## config.mk

```make
export PLATFORM = sky130hd
export DESIGN_NAME = simplez_loader_flat
export DESIGN_NICKNAME = d
export VERILOG_FILES = /design/src/rtl/simplez_loader_if.sv /design/src/rtl/simplez_loader.sv /design/src/flat_wrapper.sv
export SDC_FILE = /design/constraint.sdc
export NUM_CORES = 1
export LEC_CHECK = 0
export BUFFER_PORTS_ARGS = -buffer_cell sky130_fd_sc_hd__buf_4
export CAP_MARGIN = 20
export CORE_MARGIN = 1.5
export CORE_UTILIZATION = 58
export DETAILED_ROUTE_END_ITERATION = 12
export GPL_TIMING_DRIVEN = 0
export HOLD_SLACK_MARGIN = 0.12
export PLACE_DENSITY_LB_ADDON = 0.05
export SLEW_MARGIN = 20
export SYNTH_ARGS = -nofsm -noshare
export SYNTH_HDL_FRONTEND = slang
export SYNTH_SLANG_ARGS = --single-unit
```

## constraint.sdc

```tcl
create_clock -name clk -period 3.7 [get_ports clk]
set_input_delay 0.74 -clock clk [delete_from_list [all_inputs] [get_ports clk]]
set_output_delay 0.74 -clock clk [all_outputs]
set_load 0.005 [all_outputs]
```

## src/rtl/simplez_loader_if.sv

```systemverilog
// Byte-in / memory-out signal bundle of the Simplez serial program loader.
// master = loader side, slave = UART receiver, memory and CPU side.
interface simplez_loader_if #(
   parameter int DATAW = 12,
   parameter int ADDRW = 9
);
   logic [7:0]       rx_data;
   logic             rx_valid;
   logic [ADDRW-1:0] mem_addr;
   logic [DATAW-1:0] mem_data;
   logic             mem_wr;
   logic             cpu_rstn;
   logic             loading;
   logic             done;
   logic             error;

   modport master (
      input  rx_data, rx_valid,
      output mem_addr, mem_data, mem_wr, cpu_rstn, loading, done, error
   );
   modport slave (
      output rx_data, rx_valid,
      input  mem_addr, mem_data, mem_wr, cpu_rstn, loading, done, error
   );
endinterface

```

## src/rtl/simplez_loader.sv

```systemverilog
// Simplez serial program loader: assembles UART bytes into words and writes memory from address 0.
// Define LOADER_CHECKSUM_EN to require a trailing 8-bit checksum byte after the words.
module simplez_loader #(
   parameter int         DATAW     = 12,
   parameter int         ADDRW     = 9,
   parameter logic [7:0] SYNC_BYTE = 8'hA5
) (
   input logic              clk,
   input logic              rst,
   simplez_loader_if.master bus
);
   localparam int          HIW     = DATAW - 8;
   localparam logic [16:0] MAX_LEN = 17'd1 << ADDRW;

   typedef enum logic [2:0] {IDLE, LEN_H, LEN_L, W_HI, W_LO, CSUM, RUN, ERR} state_t;

   state_t           state, state_nxt;
   logic [7:0]       len_hi, hi_byte, csum;
   logic [15:0]      len, len_new;
   logic [ADDRW-1:0] cnt;
   logic [16:0]      cnt_inc;
   logic             last_word;
   logic [ADDRW-1:0] mem_addr_q;
   logic [DATAW-1:0] mem_data_q;
   logic             mem_wr_q, cpu_rstn_q, loading_q, done_q, error_q;
   logic             cpu_rstn_d, loading_d, done_d, error_d;

   assign len_new   = {len_hi, bus.rx_data};
   assign cnt_inc   = 17'(cnt) + 17'd1;
   assign last_word = (cnt_inc >= {1'b0, len});

   always_ff @(posedge clk) begin
      if (rst) state <= IDLE;
      else     state <= state_nxt;
   end

   always_comb begin
      state_nxt = state;
      if (bus.rx_valid) begin
         unique case (state)
            IDLE, RUN, ERR: if (bus.rx_data == SYNC_BYTE) state_nxt = LEN_H;
            LEN_H: state_nxt = LEN_L;
            LEN_L: begin
               if (len_new == 16'd0 || {1'b0, len_new} > MAX_LEN) state_nxt = ERR;
               else                                                state_nxt = W_HI;
            end
            W_HI: state_nxt = W_LO;
            W_LO: begin
               if (!last_word) state_nxt = W_HI;
`ifdef LOADER_CHECKSUM_EN
               else            state_nxt = CSUM;
`else
               else            state_nxt = RUN;
`endif
            end
            CSUM: begin
               if (bus.rx_data == csum) state_nxt = RUN;
               else                     state_nxt = ERR;
            end
            default: state_nxt = IDLE;
         endcase
      end
   end

   // Status flags are decoded from the upcoming state so they register in step with it.
   always_comb begin
      loading_d  = 1'b0;
      done_d     = 1'b0;
      error_d    = 1'b0;
      cpu_rstn_d = 1'b0;
      unique case (state_nxt)
         LEN_H, LEN_L, W_HI, W_LO, CSUM: loading_d = 1'b1;
         RUN: begin
            done_d     = 1'b1;
            cpu_rstn_d = 1'b1;
         end
         ERR:     error_d = 1'b1;
         default: ;
      endcase
   end

   always_ff @(posedge clk) begin
      if (rst) begin
         mem_addr_q <= '0;
         mem_data_q <= '0;
         mem_wr_q   <= 1'b0;
         cpu_rstn_q <= 1'b0;
         loading_q  <= 1'b0;
         done_q     <= 1'b0;
         error_q    <= 1'b0;
         len_hi     <= '0;
         len        <= '0;
         hi_byte    <= '0;
         cnt        <= '0;
         csum       <= '0;
      end else begin
         mem_wr_q   <= 1'b0;
         cpu_rstn_q <= cpu_rstn_d;
         loading_q  <= loading_d;
         done_q     <= done_d;
         error_q    <= error_d;
         if (bus.rx_valid) begin
            unique case (state)
               LEN_H: len_hi <= bus.rx_data;
               LEN_L: begin
                  len  <= len_new;
                  cnt  <= '0;
                  csum <= '0;
               end
               W_HI: begin
                  hi_byte <= bus.rx_data;
                  csum    <= csum + bus.rx_data;
               end
               // Counter wraps to 0 after a full 2**ADDRW frame; LEN_L re-clears it anyway.
               W_LO: begin
                  mem_wr_q   <= 1'b1;
                  mem_addr_q <= cnt;
                  mem_data_q <= {hi_byte[HIW-1:0], bus.rx_data};
                  cnt        <= cnt + 1'b1;
                  csum       <= csum + bus.rx_data;
               end
               default: ;
            endcase
         end
      end
   end

   assign bus.mem_addr = mem_addr_q;
   assign bus.mem_data = mem_data_q;
   assign bus.mem_wr   = mem_wr_q;
   assign bus.cpu_rstn = cpu_rstn_q;
   assign bus.loading  = loading_q;
   assign bus.done     = done_q;
   assign bus.error    = error_q;
endmodule

```

## src/flat_wrapper.sv

```systemverilog
// flat-port wrapper written by rule: the top's interface ports become plain ports
module simplez_loader_flat 
#(
   parameter int         DATAW     = 12,
   parameter int         ADDRW     = 9,
   parameter logic [7:0] SYNC_BYTE = 8'hA5
)
  (clk, rst, bus_rx_data, bus_rx_valid, bus_mem_addr, bus_mem_data, bus_mem_wr, bus_cpu_rstn, bus_loading, bus_done, bus_error);
  simplez_loader_if #(.DATAW(DATAW), .ADDRW(ADDRW)) bus_i ();
  input logic clk;
  input logic rst;
  input wire logic [$bits(bus_i.rx_data)-1:0] bus_rx_data;
  input wire logic [$bits(bus_i.rx_valid)-1:0] bus_rx_valid;
  output wire logic [$bits(bus_i.mem_addr)-1:0] bus_mem_addr;
  output wire logic [$bits(bus_i.mem_data)-1:0] bus_mem_data;
  output wire logic [$bits(bus_i.mem_wr)-1:0] bus_mem_wr;
  output wire logic [$bits(bus_i.cpu_rstn)-1:0] bus_cpu_rstn;
  output wire logic [$bits(bus_i.loading)-1:0] bus_loading;
  output wire logic [$bits(bus_i.done)-1:0] bus_done;
  output wire logic [$bits(bus_i.error)-1:0] bus_error;
  assign bus_i.rx_data = bus_rx_data;
  assign bus_i.rx_valid = bus_rx_valid;
  assign bus_mem_addr = bus_i.mem_addr;
  assign bus_mem_data = bus_i.mem_data;
  assign bus_mem_wr = bus_i.mem_wr;
  assign bus_cpu_rstn = bus_i.cpu_rstn;
  assign bus_loading = bus_i.loading;
  assign bus_done = bus_i.done;
  assign bus_error = bus_i.error;
  simplez_loader #(.DATAW(DATAW), .ADDRW(ADDRW), .SYNC_BYTE(SYNC_BYTE)) u_core (.clk(clk), .rst(rst), .bus(bus_i));
endmodule
```

## Word-level counts from Yosys, hierarchy flattened

Cells that the tools add are included.

| word-level totals | value |
|---|---|
| bits in registers | 73 |
| output and inout port bits | 26 |
| input bits | 11 |
| word-level logic and storage cells | 61 |

| operators by class | value |
|---|---|
| equal/unequal tests | 16 |
| $add $sub $neg | 3 |
| reduce and logical (&&, ||, !) cells | 15 |
| magnitude comparators | 2 |
| bitwise operators | 1 |
| multiplexer cells | 12 |

Operators with widths:

| kind | count |
|---|---|
| 3-bit == test, second input constant | 8 |
| 3-bit one-hot mux with 6 select lines | 1 |
| 9-bit one-hot mux with 2 select lines | 1 |
| 17-bit by 16-bit greater-or-equal comparator with 1-bit output | 1 |
| 16-bit by 10-bit > comparator with 1-bit output, second input constant | 1 |
| 16-bit zero test | 1 |
| 8-bit one-hot mux with 2 select lines | 1 |
| 3-bit by 2-bit == test with 1-bit output, second input constant | 4 |
| 3-bit two-way mux | 4 |
| 2-bit AND reduction | 6 |
| 9-bit by 1-bit adder with 10-bit output, second input constant | 1 |
| 9-bit by 1-bit adder with 9-bit output, second input constant | 1 |
| 8-bit adder | 1 |
| 8-bit == test | 1 |
| 8-bit == test, second input constant | 1 |
| 3-bit by 1-bit == test with 1-bit output, second input constant | 2 |
| 1-bit two-way mux | 5 |
| 5-bit OR reduction | 1 |
| 2-bit nonzero test | 2 |
| 2-bit OR reduction | 2 |
| 3-bit zero test | 1 |
| 3-bit OR reduction | 1 |
| 1-bit logical OR | 1 |
| 1-bit NOT | 1 |

## Logic depth before layout (Yosys ltp)

Gate-level depths: netlist of run 1.

| depth | value |
|---|---|
| depth after elaboration | 8 |
| gate-level depth with buffers | 12 |
| mapped depth without buffers | 12 |

## Worst setup path after synthesis of run 1

OpenSTA, ideal clock, no wires.

| timing | value |
|---|---|
| path kind | register -> register |
| start point | register u_core.cnt[2] |
| end point | register u_core.cpu_rstn_q, in the netlist u_core.bus.cpu_rstn |
| path slack | 1068 ps |
| arrival time | 2516 ps |
| path buffers | 0 |
| required time | 3584 ps |
| library setup time | 116 ps |
| cell stages (with the launch flop) | 12 |
| cells stage by stage | dfxtp_1 > and3_1 > and3_1 > and3_1 > xor2_1 > ha_1 > a21oi_1 > a21oi_1 > a211oi_1 > a2bb2oi_1 > nor3b_2 > and3b_1 |

| on the way | value |
|---|---|
| cells in the longest elaborated chain, start to end | 7 |

RTL lines:

| item | line | RTL |
|---|---|---|
| from (decl) | simplez_loader.sv:20 | `logic [ADDRW-1:0] cnt;` |
| from (signal assigned) | simplez_loader.sv:119 | `cnt <= cnt + 1'b1;` |
| 9-bit by 1-bit adder with 10-bit output | simplez_loader.sv:29 | `assign cnt_inc = 17'(cnt) + 17'd1;` |
| 17-bit by 16-bit greater-or-equal comparator with 1-bit output | simplez_loader.sv:30 | `assign last_word = (cnt_inc >= {1'b0, len});` |
| 3-bit two-way mux | simplez_loader.sv:49 | `if (!last_word) state_nxt = W_HI;` |
| 3-bit one-hot mux with 6 select lines | simplez_loader.sv:40 | `unique case (state)` |
| 3-bit two-way mux | simplez_loader.sv:39 | `if (bus.rx_valid) begin` |
| 3-bit == test | simplez_loader.sv:71 | `unique case (state_nxt)` |
| 1-bit two-way mux | simplez_loader.sv:71 |  |
| to (signal assigned) | simplez_loader.sv:98 | `cpu_rstn_q <= cpu_rstn_d;` |
| to (decl) | simplez_loader.sv:25 | `logic mem_wr_q, cpu_rstn_q, loading_q, done_q, error_q;` |

Every way passes these cells.
A chain may end at the register's enable or synchronous reset.

## Worst setup path in the final report of run 1

| timing | value |
|---|---|
| start point | register u_core.cnt[0] |
| end point | register u_core.cpu_rstn_q, in the netlist u_core.bus.cpu_rstn |

Same word-level chain as after synthesis.

==> flow_summary.yaml, run 1 <==
status:
  outcome: "finished, final reports clean"
floorplanning:
  io_pins: 37
  initial_utilization: 0.5969
  core-area_um2: 5851
  fp-row-count: 28
  die_h_um: 80.60
  die-area_um2: 6496
  die_x_um: 80.60
yosys:
  synth_common_cells: "nand2_1, dfxtp_1, a21oi_1, nor2_1, ha_1"
  synthTopCellsByArea: "dfxtp_1, nand2_1, a21oi_1"
  synth_area_um2: 3492
  ys_seq_elements: 73
  netlist_instances: 445
  synth_edf_count: 0
  async_flop_share: 0
  synth_warnings: 0
  yosysTopAreaCellShare: 0.4185
  synth.distinct_cells: 49
  ys_seq_area_frac: 0.4185
  synth.largest_area_cell: "dfxtp_1"
  synth.net_count: 475
  synth.most_common_cell: "nand2_1"
  synth_ff_type: "dfxtp_1"
  avgSynthCellArea_um2: 7.847
cts:
  post_cts_resized: 0
  cts-root-buf: "clkbuf_8"
  cts_setup_buffers: 0
  cts_tree: "built"
  clk_pin_slew_ns: 0.08
  cts_inserted_buffers: 9
  clock_latency_ns: 0.35
  cts_num_sinks: 73
  clk_path_buf_depth: 2
  htreeDepth: 3
  ctsHoldBuffers: 0
worst_setup_path:
  critPathSlowestCell: "dfxtp_1"
  cp-end-kind: "flip-flop"
  critPathRequiredTime_ns: 3.94
  crit_type: "reg2reg"
  cpPeakStageDelay_ns: 0.41
  crit_fanout: 5
  start_kind: "flip-flop"
  cp_cell_sequence: "ha_1, and3_1, and3_1, nand3_1, xnor2_1, ha_1, nand2_1, a21oi_1, a211oi_1, a2bb2oi_1, nor3b_2, and3b_1"
  critPathArrivalTime_ns: 3.42
  timing.rr.start: "u_core.cnt[0]"
  startpoint: "u_core.cnt[0]"
sta:
  rsz0062_at_grt: "false"
  final-hold-violation-count: 0
  max_freq_ghz: 0.3150
  fin_setup_tns_ns: 0
  setup_viol: 0
  final_max_slew_viol_count: 0
  setup_slack_ns: 0.5253
  slew_headroom: 0.4675
  finClkSkew_ns: 0.008753
  worstMarginPinSlew_ns: 0.7927
  fin_crit_sh: 0.8580
  min_period_ns: 3.175
global_route:
  antenna_found_initial: 0
  grt_pass1_vias: 2946
  grt_pass1_wl_um: 13650
  grt_max_degree: 13
  grt-ovfl-total: 0
  grt_usage: 0.2803
power:
  clockPowerShare: 0.479
  p_sw_frac: 0.2070
  p_switching_mw: 0.3358
  p_int_mw: 1.286
  p_seq_frac: 0.484
  peakVddDrop_uv: 247.0
  cellLeakagePower_nw: 1.673
  power_frac_comb: 0.037
  power_density_nw_per_um2: 397.2
routing:
  routed_wl_um: 8320
  dr.pass1.iters: 4
  drt-initial-drc-count: 139
  ant_nets: 0
  drc_errors: 0
  vias_per_cell: 5.533
  routedWlPerCell_um: 14.65
  vias: 3143
layout:
  n_antenna_cell: 0
  drive_gt1_frac: 0.1298
  area_growth_pct: 16.95
  nets: 519
  nFillCells: 491
job:
  maxCapViolations: 0
placed_design:
  hpwl_um: 5817
  io_buffers: 33
  gp_congestion: 0.9250
  dp_slack_ns: 0.5780
min_path:
  min_path_type: "reg2reg"
  min_from: "u_core.bus.mem_addr[5]"
[state kept, by name, summed over array words and instances (netlist names)]
register             cells
u_core.bus.cpu_rstn      1
u_core.bus.error         1
u_core.bus.loading       1
u_core.bus.mem_addr      9
u_core.bus.mem_data     12
u_core.bus.mem_wr        1
u_core.cnt               9
u_core.csum              8
u_core.hi_byte           4
u_core.len              16
u_core.len_hi            8
u_core.state             3
[kinds of logic (layout without fill, tap and decap cells)]
logic type | count (synthesis) | in the layout | synth area share
buf+inv | 38 | 86 | 0.04694
flops | 73 | 73 | 0.4185
xor+xnor | 14 | 14 | 0.03511
compound gates | 99 | 99 | 0.1598
fa+ha+maj | 19 | 19 | 0.07023
simple gates | 197 | 197 | 0.2548
mux | 5 | 5 | 0.01469
[cells in the final DEF (no fill, tap or decap), types with 7 or more instances in the layout]
cell      Yosys  layout
nand2_1     110     110
dfxtp_1      73      73
a21oi_1      65      65
buf_4         4      37
nor2_1       35      35
ha_1         18      18
clkbuf_1     16      16
inv_1        13      13
nand3_1      12      12
o21ai_0      11      11
clkbuf_8      0      11
xor2_1        8       8
nor4_1        7       7
[final timing paths]
kind	slack, ns	endpoint	cells past startpoint
hold / removal	0.45	u_core.bus.mem_addr[5]	2
setup reg to reg	0.53	u_core.bus.cpu_rstn	12
hold reg to reg	0.45	u_core.bus.mem_addr[5]	2
setup / recovery	0.53	u_core.bus.cpu_rstn	12
[per-stage QoR]
step	instances	utilization	area [µm²]	power, mW	hold slack [ns]
2_1_floorplan	445	-	3492	0.8341	0.4315
3_3_place_gp	553	0.6553	3834	0.8613	0.4414
3_5_place_dp	553	0.6553	3834	0.8619	0.4467
4_1_cts	568	0.6980	4084	1.638	0.4569
5_1_grt	568	0.6980	4084	1.673	0.4734
6_report	568	0.6980	4084	1.622	0.4539
[metal layers]
metal	wire length, µm	track usage	vias to the layer above
met3	474	0.07727	21
met4	182	0.1190	0
met5	0	0	-
met2	4151	0.4916	85
li1	-	-	1607
met1	3512	0.3163	1430
[layout make-up]
cell class	count	area (µm²)	share of cell area
multi-input cells	334	1867	0.4571
flip-flops and latches	73	1461	0.3578
repair buffers	33	247.7	0.06066
clock buffers	11	151.4	0.03707
plain buffers	25	115.1	0.02819
clock inverters	4	98.84	0.02420
well taps	75	93.84	0.02298
inverters	13	48.80	0.01195
[critical path: cells and delay by family, from the launching register on]
kind | cells | cell delay [ns]
XOR/XNOR | 1 | 0.25
AND/OR/NAND/NOR | 6 | 1.25
adder cells (fa/ha/maj) | 2 | 0.52
flip-flops | 1 | 0.41
AO/OA/AOI/OAI | 3 | 0.62
[power by group through the flow]
stage	combinational, mW	sequential, mW	clock [mW]
floorplan	0.0304	0.804	0
global placement	0.0576	0.804	0
detailed placement	0.0581	0.804	0
CTS	0.0583	0.785	0.794
global route	0.0636	0.785	0.825
finish	0.0594	0.785	0.777
No activity file was read; power rests on OpenSTA's default activity.
==> run 2, diff against run 1 <==
CAP_MARGIN = default   (was 20)
PLACE_DENSITY = 0.91   (was default)
PLACE_DENSITY_LB_ADDON = default   (was 0.05)
==> flow_summary.yaml, run 2 (synthesized netlist as in run 1, its figures left out) <==
status:
  outcome: "finished, final reports clean"
cts:
  clock_latency_ns: 0.35
  cts_inserted_buffers: 9
  clk_path_buf_depth: 2
  cts_setup_buffers: 0
  cts_tree: "built"
  ctsHoldBuffers: 0
  htreeDepth: 3
  cts-root-buf: "clkbuf_8"
  clk_pin_slew_ns: 0.08
  post_cts_resized: 0
  cts_num_sinks: 73
power:
  p_int_mw: 1.249
  p_switching_mw: 0.3365
  cellLeakagePower_nw: 1.664
  p_seq_frac: 0.495
  power_density_nw_per_um2: 389.9
  clockPowerShare: 0.468
  p_sw_frac: 0.2123
  peakVddDrop_uv: 289.3
  power_frac_comb: 0.037
placed_design:
  placedInstanceArea_um2: 3834
  hpwl_um: 5988
  io_buffers: 33
  gp_congestion: 0.9449
worst_setup_path:
  reg2reg_depth: 11
  r2r_end: "u_core.bus.cpu_rstn"
  critPathRequiredTime_ns: 3.93
  crit_path_end: "u_core.bus.cpu_rstn"
  cp-end-kind: "flip-flop"
  start_kind: "flip-flop"
  crit_fanout: 6
  crit_type: "reg2reg"
  r2r_slack_ns: 0.62
  startpoint: "u_core.cnt[2]"
  timing.rr.start: "u_core.cnt[2]"
  critPathArrivalTime_ns: 3.31
layout:
  design_area_um2: 4065
  nets: 519
  layout.cells.most_common: "nand2_1"
  area_growth_pct: 16.41
  n_antenna_cell: 0
  drive_gt1_frac: 0.1278
  nFillCells: 482
  regMostFlops: "u_core.len"
  layout_common_cells: "nand2_1, dfxtp_1, a21oi_1, buf_4, nor2_1"
  largest_reg_flops: 16
floorplanning:
  fp-row-count: 28
  die-area_um2: 6496
  die_h_um: 80.60
  initial_utilization: 0.5969
  io_pins: 37
  die_x_um: 80.60
  core-area_um2: 5851
sta:
  setup_viol: 0
  max_freq_ghz: 0.3247
  rsz0062_at_grt: "false"
  finClkSkew_ns: 0.009649
  fin_setup_tns_ns: 0
  final_max_slew_viol_count: 0
  final-hold-violation-count: 0
  min_period_ns: 3.080
  slew_headroom: 0.3842
  worstMarginPinSlew_ns: 0.9167
  fin_crit_sh: 0.8325
global_route:
  grt_max_degree: 13
  grt_pass1_wl_um: 14100
  grt_usage: 0.2854
  grt_pass1_vias: 3083
  grt-ovfl-total: 0
  antenna_found_initial: 0
routing:
  vias_per_cell: 5.783
  ant_nets: 0
  drt-initial-drc-count: 213
  routed_wl_um: 8499
  vias: 3285
  routedWlPerCell_um: 14.96
  drc_errors: 0
  dr.pass1.iters: 4
min_path:
  min_path_type: "reg2reg"
  holdPathStages: 2
job:
  maxCapViolations: 0
[run 2: changes by cell type in the layout (fill, tap and decap cells not counted)]
cell,change
clkbuf_8,-2
clkbuf_1,+1
clkinv_2,+1
[run 2: layer usage]
layer	up-vias	part of all wire	GRT usage
li1	1609	-	-
met1	1518	0.43	0.3517
met2	128	0.47	0.4605
met3	30	0.073	0.06591
met4	0	0.028	0.1500
met5	-	0	0
[run 2: worst min path at each step]
| stage | from | endpoint |
|---|---|---|
| after floorplan | u_core.hi_byte[2] | u_core.bus.mem_data[10] |
| after global placement | u_core.bus.mem_addr[3] | u_core.bus.mem_addr[3] |
| after detailed placement | u_core.bus.mem_data[2] | u_core.bus.mem_data[2] |
| after CTS | u_core.bus.mem_data[2] | u_core.bus.mem_data[2] |
| after global routing | u_core.len[1] | u_core.len[1] |
| final | u_core.bus.mem_addr[6] | u_core.bus.mem_addr[6] |
[run 2: area by class of cell]
type	instances	area [µm²]	share of cell area
Tap cell	75	93.84	0.02308
Clock inverter	5	103.9	0.02555
Timing Repair Buffer	33	247.7	0.06094
Inverter	13	48.80	0.01200
Clock buffer	10	127.6	0.03139
Sequential cell	73	1461	0.3595
Buffer	25	115.1	0.02832
Multi-Input combinational cell	334	1867	0.4592
[run 2: critical path, stage by stage, from the launching register on]
cell and delay [ns]:
dfxtp_1 0.42, and3_1 0.25, and3_1 0.27, and3_1 0.25, xor2_1 0.18, ha_1 0.28
a21oi_1 0.15, a21oi_1 0.08, a211oi_1 0.24, a2bb2oi_1 0.30, nor3b_2 0.31, and3b_1 0.22
[run 2: through the flow]
step	hold slack, ns	instances	utilization	power [mW]	setup slack (ns)
global placement	0.4418	553	0.6553	0.8594	0.7548
global route	0.4713	568	0.6948	1.634	0.3745
finish	0.4548	568	0.6948	1.585	0.6198
CTS	0.4571	568	0.6948	1.592	0.6492
floorplan	0.4315	445	-	0.8341	1.068
detailed placement	0.4466	553	0.6553	0.8602	0.7105
[run 2: power by group through the flow]
stage          logic, mW  registers, mW  clock network [mW]
2_1_floorplan     0.0304          0.804                   0
3_3_place_gp      0.0557          0.804                   0
3_5_place_dp      0.0564          0.804                   0
4_1_cts           0.0567          0.785               0.751
5_1_grt           0.0623          0.785               0.787
6_report          0.0580          0.785               0.742
